File: config.mk
export PLATFORM = sky130hd
export DESIGN_NAME = swan64_mode_ctrl
export DESIGN_NICKNAME = d
export VERILOG_FILES = /design/src/rtl/swan_pkg.sv /design/src/rtl/swan64_chain_reg.sv /design/src/rtl/swan64_mode_ctrl.sv
export SDC_FILE = /design/constraint.sdc
export NUM_CORES = 1
export LEC_CHECK = 0
export ABC_CLOCK_PERIOD_IN_PS = 34900
export CAP_MARGIN = 20
export CORE_AREA = 2 2 233 235
export CTS_BUF_LIST = sky130_fd_sc_hd__clkbuf_16
export CTS_CLUSTER_DIAMETER = 200
export DETAILED_ROUTE_END_ITERATION = 10
export DIE_AREA = 0 0 235 237
export PLACE_DENSITY_LB_ADDON = 0.2
export SLEW_MARGIN = 20
export SYNTH_ARGS = -nofsm -noshare
export SYNTH_HDL_FRONTEND = slang
export SYNTH_SLANG_ARGS = --single-unit
File: constraint.sdc
create_clock -name clk -period 34.9 [get_ports clk]
set_input_delay 5.235 -clock clk [delete_from_list [all_inputs] [get_ports clk]]
set_output_delay 5.235 -clock clk [all_outputs]
set_load 0.02 [all_outputs]
File: src/rtl/swan_pkg.sv
// Shared sizes, mode encodings and controller state type for the SWAN64 mode controller.
package swan_pkg;
    localparam int BLOCK_SIZE = 64;
    localparam int KEY_SIZE   = 128;

    localparam logic MODE_ECB = 1'b0;
    localparam logic MODE_CBC = 1'b1;

    typedef enum logic [1:0] {
        IDLE  = 2'd0,
        START = 2'd1,
        RUN   = 2'd2,
        HOLD  = 2'd3
    } state_e;
endpackage

File: src/rtl/swan64_chain_reg.sv
// CBC chaining/IV register plus the pre-whitening XOR applied to incoming plaintext.
// Registered state, combinational whitening path; no flow control of its own.
module swan64_chain_reg
    import swan_pkg::*;
(
    input  logic                  clk,
    input  logic                  rst,
    input  logic                  load_i,
    input  logic [0:BLOCK_SIZE-1] iv_i,
    input  logic                  mode_i,
    input  logic                  upd_i,
    input  logic [0:BLOCK_SIZE-1] upd_dat_i,
    input  logic                  restore_i,
    input  logic [0:BLOCK_SIZE-1] blk_i,
    output logic [0:BLOCK_SIZE-1] blk_o
);
    logic [0:BLOCK_SIZE-1] iv_q;
    logic [0:BLOCK_SIZE-1] chain_q;
    logic [0:BLOCK_SIZE-1] chain_d;

    // A config load restarts chaining; end-of-message or abort rewinds to the stored IV.
    always_comb begin
        chain_d = chain_q;
        if (load_i) begin
            chain_d = iv_i;
        end else if (restore_i) begin
            chain_d = iv_q;
        end else if (upd_i) begin
            chain_d = upd_dat_i;
        end
    end

    always_ff @(posedge clk or posedge rst) begin
        if (rst) begin
            iv_q    <= '0;
            chain_q <= '0;
        end else begin
            if (load_i) begin
                iv_q <= iv_i;
            end
            chain_q <= chain_d;
        end
    end

    assign blk_o = (mode_i == MODE_CBC) ? (blk_i ^ chain_q) : blk_i;
endmodule

File: src/rtl/swan64_mode_ctrl.sv
// ECB/CBC sequencer for one serial SWAN64K128 core, one block in flight; out_valid at T+2+L.
// Optional RUN watchdog with sticky err under `SWAN_CTRL_TIMEOUT_EN.
module swan64_mode_ctrl
    import swan_pkg::*;
#(
    parameter int CNT_W          = 16,
    parameter int TIMEOUT_CYCLES = 1024
) (
    input  logic                  clk,
    input  logic                  rst,
    input  logic [0:KEY_SIZE-1]   cfg_key,
    input  logic [0:BLOCK_SIZE-1] cfg_iv,
    input  logic                  cfg_mode,
    input  logic                  cfg_load,
    input  logic                  in_valid,
    output logic                  in_ready,
    input  logic [0:BLOCK_SIZE-1] in_data,
    input  logic                  in_last,
    output logic                  out_valid,
    input  logic                  out_ready,
    output logic [0:BLOCK_SIZE-1] out_data,
    output logic                  out_last,
    output logic [CNT_W-1:0]      blk_cnt,
    output logic                  busy,
    output logic                  err,
    output logic                  core_start,
    output logic [0:KEY_SIZE-1]   core_key,
    output logic [0:BLOCK_SIZE-1] core_inp,
    input  logic                  core_ready,
    input  logic [0:BLOCK_SIZE-1] core_out
);
    state_e                state_q, state_d;
    logic [0:KEY_SIZE-1]   key_q;
    logic                  mode_q;
    logic [0:BLOCK_SIZE-1] core_inp_q;
    logic [0:BLOCK_SIZE-1] out_data_q;
    logic [0:BLOCK_SIZE-1] whitened;
    logic                  last_q;
    logic                  out_last_q;
    logic [CNT_W-1:0]      blk_cnt_q;
    logic                  cfg_take;
    logic                  in_hs;
    logic                  core_done;
    logic                  out_hs;
    logic                  msg_end;
    logic                  timeout;

    if (TIMEOUT_CYCLES < 1) begin : g_bad_timeout
        $error("TIMEOUT_CYCLES must be at least 1");
    end

    assign cfg_take  = (state_q == IDLE) && cfg_load;
    assign in_ready  = (state_q == IDLE) && !cfg_load && !rst;
    assign in_hs     = in_valid && in_ready;
    assign core_done = (state_q == RUN) && core_ready;
    assign out_hs    = (state_q == HOLD) && out_ready;
    assign msg_end   = out_hs && out_last_q;

`ifdef SWAN_CTRL_TIMEOUT_EN
    localparam int TMO_W = $clog2(TIMEOUT_CYCLES + 1);

    logic [TMO_W-1:0] tmo_q;
    logic             err_q;

    assign timeout = (state_q == RUN) && !core_ready && (tmo_q == TMO_W'(TIMEOUT_CYCLES - 1));

    always_ff @(posedge clk or posedge rst) begin
        if (rst) begin
            tmo_q <= '0;
            err_q <= 1'b0;
        end else begin
            tmo_q <= (state_q == RUN) ? tmo_q + 1'b1 : '0;
            if (cfg_take) begin
                err_q <= 1'b0;
            end else if (timeout) begin
                err_q <= 1'b1;
            end
        end
    end

    assign err = err_q;
`else
    assign timeout = 1'b0;
    assign err     = 1'b0;
`endif

    always_comb begin
        state_d = state_q;
        unique case (state_q)
            IDLE:    if (in_hs) state_d = START;
            START:   state_d = RUN;
            RUN: begin
                if (core_done) begin
                    state_d = HOLD;
                end else if (timeout) begin
                    state_d = IDLE;
                end
            end
            HOLD:    if (out_ready) state_d = IDLE;
            default: state_d = IDLE;
        endcase
    end

    always_ff @(posedge clk or posedge rst) begin
        if (rst) begin
            state_q <= IDLE;
        end else begin
            state_q <= state_d;
        end
    end

    always_ff @(posedge clk or posedge rst) begin
        if (rst) begin
            key_q      <= '0;
            mode_q     <= MODE_ECB;
            core_inp_q <= '0;
            last_q     <= 1'b0;
            out_data_q <= '0;
            out_last_q <= 1'b0;
            blk_cnt_q  <= '0;
        end else begin
            if (cfg_take) begin
                key_q  <= cfg_key;
                mode_q <= cfg_mode;
            end
            // core_inp stays put from START until the core answers.
            if (in_hs) begin
                core_inp_q <= whitened;
                last_q     <= in_last;
            end
            if (core_done) begin
                out_data_q <= core_out;
                out_last_q <= last_q;
            end else if (out_hs) begin
                out_last_q <= 1'b0;
            end
            if (cfg_take || msg_end || timeout) begin
                blk_cnt_q <= '0;
            end else if (out_hs) begin
                blk_cnt_q <= blk_cnt_q + 1'b1;
            end
        end
    end

    swan64_chain_reg u_chain (
        .clk       (clk),
        .rst       (rst),
        .load_i    (cfg_take),
        .iv_i      (cfg_iv),
        .mode_i    (mode_q),
        .upd_i     (core_done && (mode_q == MODE_CBC)),
        .upd_dat_i (core_out),
        .restore_i (msg_end || timeout),
        .blk_i     (in_data),
        .blk_o     (whitened)
    );

    assign out_valid  = (state_q == HOLD);
    assign out_data   = out_data_q;
    assign out_last   = out_last_q;
    assign blk_cnt    = blk_cnt_q;
    assign busy       = (state_q != IDLE);
    assign core_start = (state_q == START);
    assign core_key   = key_q;
    assign core_inp   = core_inp_q;
endmodule
## Word level (Yosys, flattened, before mapping)

Index checks and enable logic that the tools add are counted.

- Memory bits (read-only): 0
- Input port bits: 328
- Output and inout bits: 278
- Word-level logic and storage cells: 47
- Memories: 0
- Flip-flop bits (word level): 405
- Bits in latches: 0
- Memory bits (writable): 0

- Equal/unequal tests: 6
- Shift operators: 0
- Multipliers: 0
- Div/mod/pow operators: 0
- Order comparisons: 0
- Bitwise operators: 1
- Reductions and logical operators: 17
- Muxes and demuxes: 12
- Add/subtract/negate cells: 1

Operator list:

| kind | number |
|---|---|
| $mux W64 | 4 |
| $xor A64 B64 Y64 | 1 |
| $mux W16 | 2 |
| $add A16 B1 Y16 const B | 1 |
| $logic_and A1 B1 Y1 | 8 |
| $pmux W2 S4 | 1 |
| $mux W2 | 3 |
| $reduce_bool A2 Y1 | 3 |
| $eq A2 B2 Y1 const B | 2 |
| $ne A2 B2 Y1 const B | 2 |
| $reduce_and A3 Y1 | 1 |
| $reduce_bool A3 Y1 | 1 |
| $eq A2 B1 Y1 const B | 1 |
| $logic_not A1 Y1 | 2 |
| $logic_not A2 Y1 | 1 |
| $mux W1 | 2 |
| $ne A2 B1 Y1 const B | 1 |
| $logic_or A1 B1 Y1 | 1 |

## Longest topological paths before layout

- Depth in word-level cells: 6
- Gate-level depth with buffers: 8
- Depth with buffers taken out: 6

## Hierarchy

Synthesis repeated with hierarchy kept, for this count alone.

- Cells, all modules: 1,704
- Area total of the unflattened synthesis: 17,217.8 sq um

By module, submodules not included:

| module | seq. area each (sq um) | area an instance (sq um) | cells an instance | times used |
|---|---|---|---|---|
| swan64_mode_ctrl | 6,931.6 | 10,652.7 | 942 | 1 |
| swan64_chain_reg | 3,203.1 | 6,565.0 | 762 | 1 |

## Least setup slack after synthesis

Ideal clock, no wire load.

- Path type: in2out
- Start point: input port cfg_load
- End point: output port in_ready
- Arrival time: 5.720 ns
- Cell stages on the path: 1
- Data required time: 29.665 ns
- Path slack: 23.945 ns
- Path buffers: 0
- Path through: nor3_1

- Cells in the longest elaborated chain, start to end: 3

RTL lines:

| element | RTL line | RTL |
|---|---|---|
| from (decl) | swan64_mode_ctrl.sv:14 | `input logic cfg_load,` |
| $logic_not A1 Y1 | swan64_mode_ctrl.sv:53 | `assign in_ready = (state_q == IDLE) && !cfg_load && !rst;` |
| $logic_and A1 B1 Y1 (2 in a row) | swan64_mode_ctrl.sv:53 |  |
| to (decl) | swan64_mode_ctrl.sv:16 | `output logic in_ready,` |

Every way passes these cells.

## Final worst setup path

- Start point: input port rst
- End point: output port in_ready

- Cells in the longest elaborated chain, start to end: 2

RTL lines:

| element | RTL line | RTL |
|---|---|---|
| from (decl) | swan64_mode_ctrl.sv:10 | `input logic rst,` |
| $logic_not A1 Y1 (no source line) | - |  |
| $logic_and A1 B1 Y1 | swan64_mode_ctrl.sv:53 |  |

Every way passes these cells.

==> metrics.cfg <==
[power]
power_switching_mw=0.8858
p_sw_share_pct=38.70
pwr-share-comb_pct=44.3
vdd_drop_max_uv=49.56
leakagePower_nw=11.10
p_int_mw=1.403
seqPwrFrac_pct=36.1
power-per-cell-area_mw_per_mm2=91.28
total_power_mw=2.289
clockPowerShare_pct=19.6

[worst_setup_path]
start_kind=input port
cp.required_ps=29660
reg2regPathDepth=6
arrival_ps=6620
crit_type=in -> out
cp_max_fo=3
endpoint_kind=output pin

[clock_network]
clk_pin_slew_ps=60
cts_tree=yes
clock_path_buffers=3
cts-htree-levels=2
numClockSinks=405
cts_root_buf=clkbuf_16
cts_buffers=47
cts_setup_buffers=0
insertion_delay_ps=570
cts_hold_buf=0
cts.repair.resized=0

[die]
initial_core_util_pct=31.95
die_area_mm2=0.05570
die_x_um=235
dieHeight_um=237
ios=606
coreArea_mm2=0.05328
row_count=85

[global_route]
grt_max_degree=129
antenna_found_initial=17
grt_usage_pct=20.65
grt_pass1_vias=14900
overflow=0
grt_first_pass_wirelength_um=89790

[logic_synthesis]
yosys_warnings=0
async_flop_share_pct=100.0
synthTopCellsByArea=dfrtp_1 60%, nand2_1 15%, mux2_2 4.4%
ys_types=37
ys_seq_area_share_pct=59.52
synthFlopType=dfrtp_1
synth_edf_count=0
synth.net_count=2113
synth_common_cells=661 x nand2_1, 405 x dfrtp_1, 131 x o21ai_0
yosysMostFrequentCell=nand2_1
yosysTopAreaCellShare_pct=59.52
ys_ff_latch=405
netlist_area_mm2=0.01703
syn_inst=1780
synth_top_area_cell=dfrtp_1
postSynthAreaPerCell_um2=9.565

[placement]
io_buffers=604
dp.cells=2984
gp_congestion=0.8067
place_hpwl_um=39900

[sta]
hold_slack_ps=472.3
worst_pin_slew_ps=1043
hold_violations=0
fin_crit_ps=11850
finalSetupTns_ps=0
timing.fmax_ghz=0.08438
slew_headroom_pct=30.48
drv_slew=0
finalCritPeriodShare_pct=33.96
rsz0062_at_grt=false
skew_ps=15.29
setup_violations=0

[final_layout]
fin_nets=2670
utilization_pct=47.06
drive_gt1_share_pct=6.416
syn_to_final_growth_pct=47.28
fin_cells=3083

[drt]
drt_iter0_drc=991
vias=14600
wirelength_um=58740
final_antenna_net_count=0
via_per_inst=4.736
drt-pass1-iter-count=6
routedWlPerCell_um=19.05
remaining_drc_errors=0

[run]
cap_violations=0

[min_path]
whs_path_depth=2
hp-class=reg -> reg

[run_status]
status=complete, no violations

==> through the flow <==
| stage | setup slack, ps | instance area (µm²) |
|---|---|---|
| after detailed placement | 23050 | 23660 |
| after global routing | 22990 | 25070 |
| final | 23050 | 25080 |
| after floorplan | 18400 | 17030 |
| after CTS | 23040 | 25030 |
| after global placement | 23090 | 23660 |
==> area by class of cell <==
cell class                 count  area [µm²]
antenna                       18       45.04
clock buffer                  49        1226
clock inverter                32       145.1
fill                        4996       28210
inverter                       5       26.28
multi-input combinational   1260        6472
sequential                   405       10140
tap                          696       870.8
timing repair buffer         618        6155
==> critical path: stages <==
cell and delay [ps]:
clkdlybuf4s50_1 540, nor3_1 200, clkdlybuf4s50_1 640
==> final timing paths <==
check	startpoint	to	slack, ps
worst max register to register	state_q[0]$_DFFE_PP0P_	u_chain.chain_q[56]$_DFFE_PP0P_	31880
max in group asynchronous	rst	core_key[93]$_DFFE_PP0P_	27260
min in group asynchronous	rst	out_data[52]$_DFFE_PP0P_	5350
worst min register to register	core_key[91]$_DFFE_PP0P_	core_key[91]$_DFFE_PP0P_	470
worst min-delay path	core_key[91]$_DFFE_PP0P_	core_key[91]$_DFFE_PP0P_	470
worst max-delay path	rst	in_ready	23050
==> power groups by stage <==
stage	combinational [mW]	clock [mW]	sequential [mW]
2_1_floorplan	0.359	0	0.998
4_1_cts	1.03	0.464	0.827
3_5_place_dp	1.02	0	0.829
3_3_place_gp	1.01	0	0.821
6_report	1.01	0.449	0.827
5_1_grt	1.10	0.482	0.856
==> state kept, by name, summed over array words and instances (netlist names) <==
name and cells:
core_key 128, last_q 1, out_last 1, blk_cnt 16, out_data 64, mode_q 1
core_inp 64, state_q 2, u_chain.chain_q 64, u_chain.iv_q 64
==> layer usage <==
metal / part of all wire (%) / track usage (%)
met4: 3.2 / 8.592
met5: 0 / 0
met1: 42 / 26.35
met3: 6.9 / 5.806
met2: 48 / 32.99
==> cell families (layout without fill, tap and decap cells) <==
logic type                 count (synthesis)  count (layout)  synth area share (%)
DFF                                      405             405                 59.52
adders and majority gates                  5               5                0.3674
and+or+nand+nor                          841             841                 20.22
buffers and inverters                    115             704                 2.646
xor gates and xnor gates                  69              69                 3.549
other                                      1              19               0.02202
muxes                                     69              69                 4.541
AOI/OAI and AO/OA                        275             275                 9.127
==> layout by cell type, fill, tap and decap left out, types with 13 or more instances in the layout <==
cell type and count:
diode_2 18, clkinv_1 14, nand2_1 658, a211oi_1 64, xor2_1 64, mux2_2 66, a21oi_1 74, o21ai_0 131
dfrtp_1 404, clkdlybuf4s50_1 604, clkbuf_16 49, nor2_1 74, and2_1 64, buf_4 13
(Power assumes the default switching activity.)
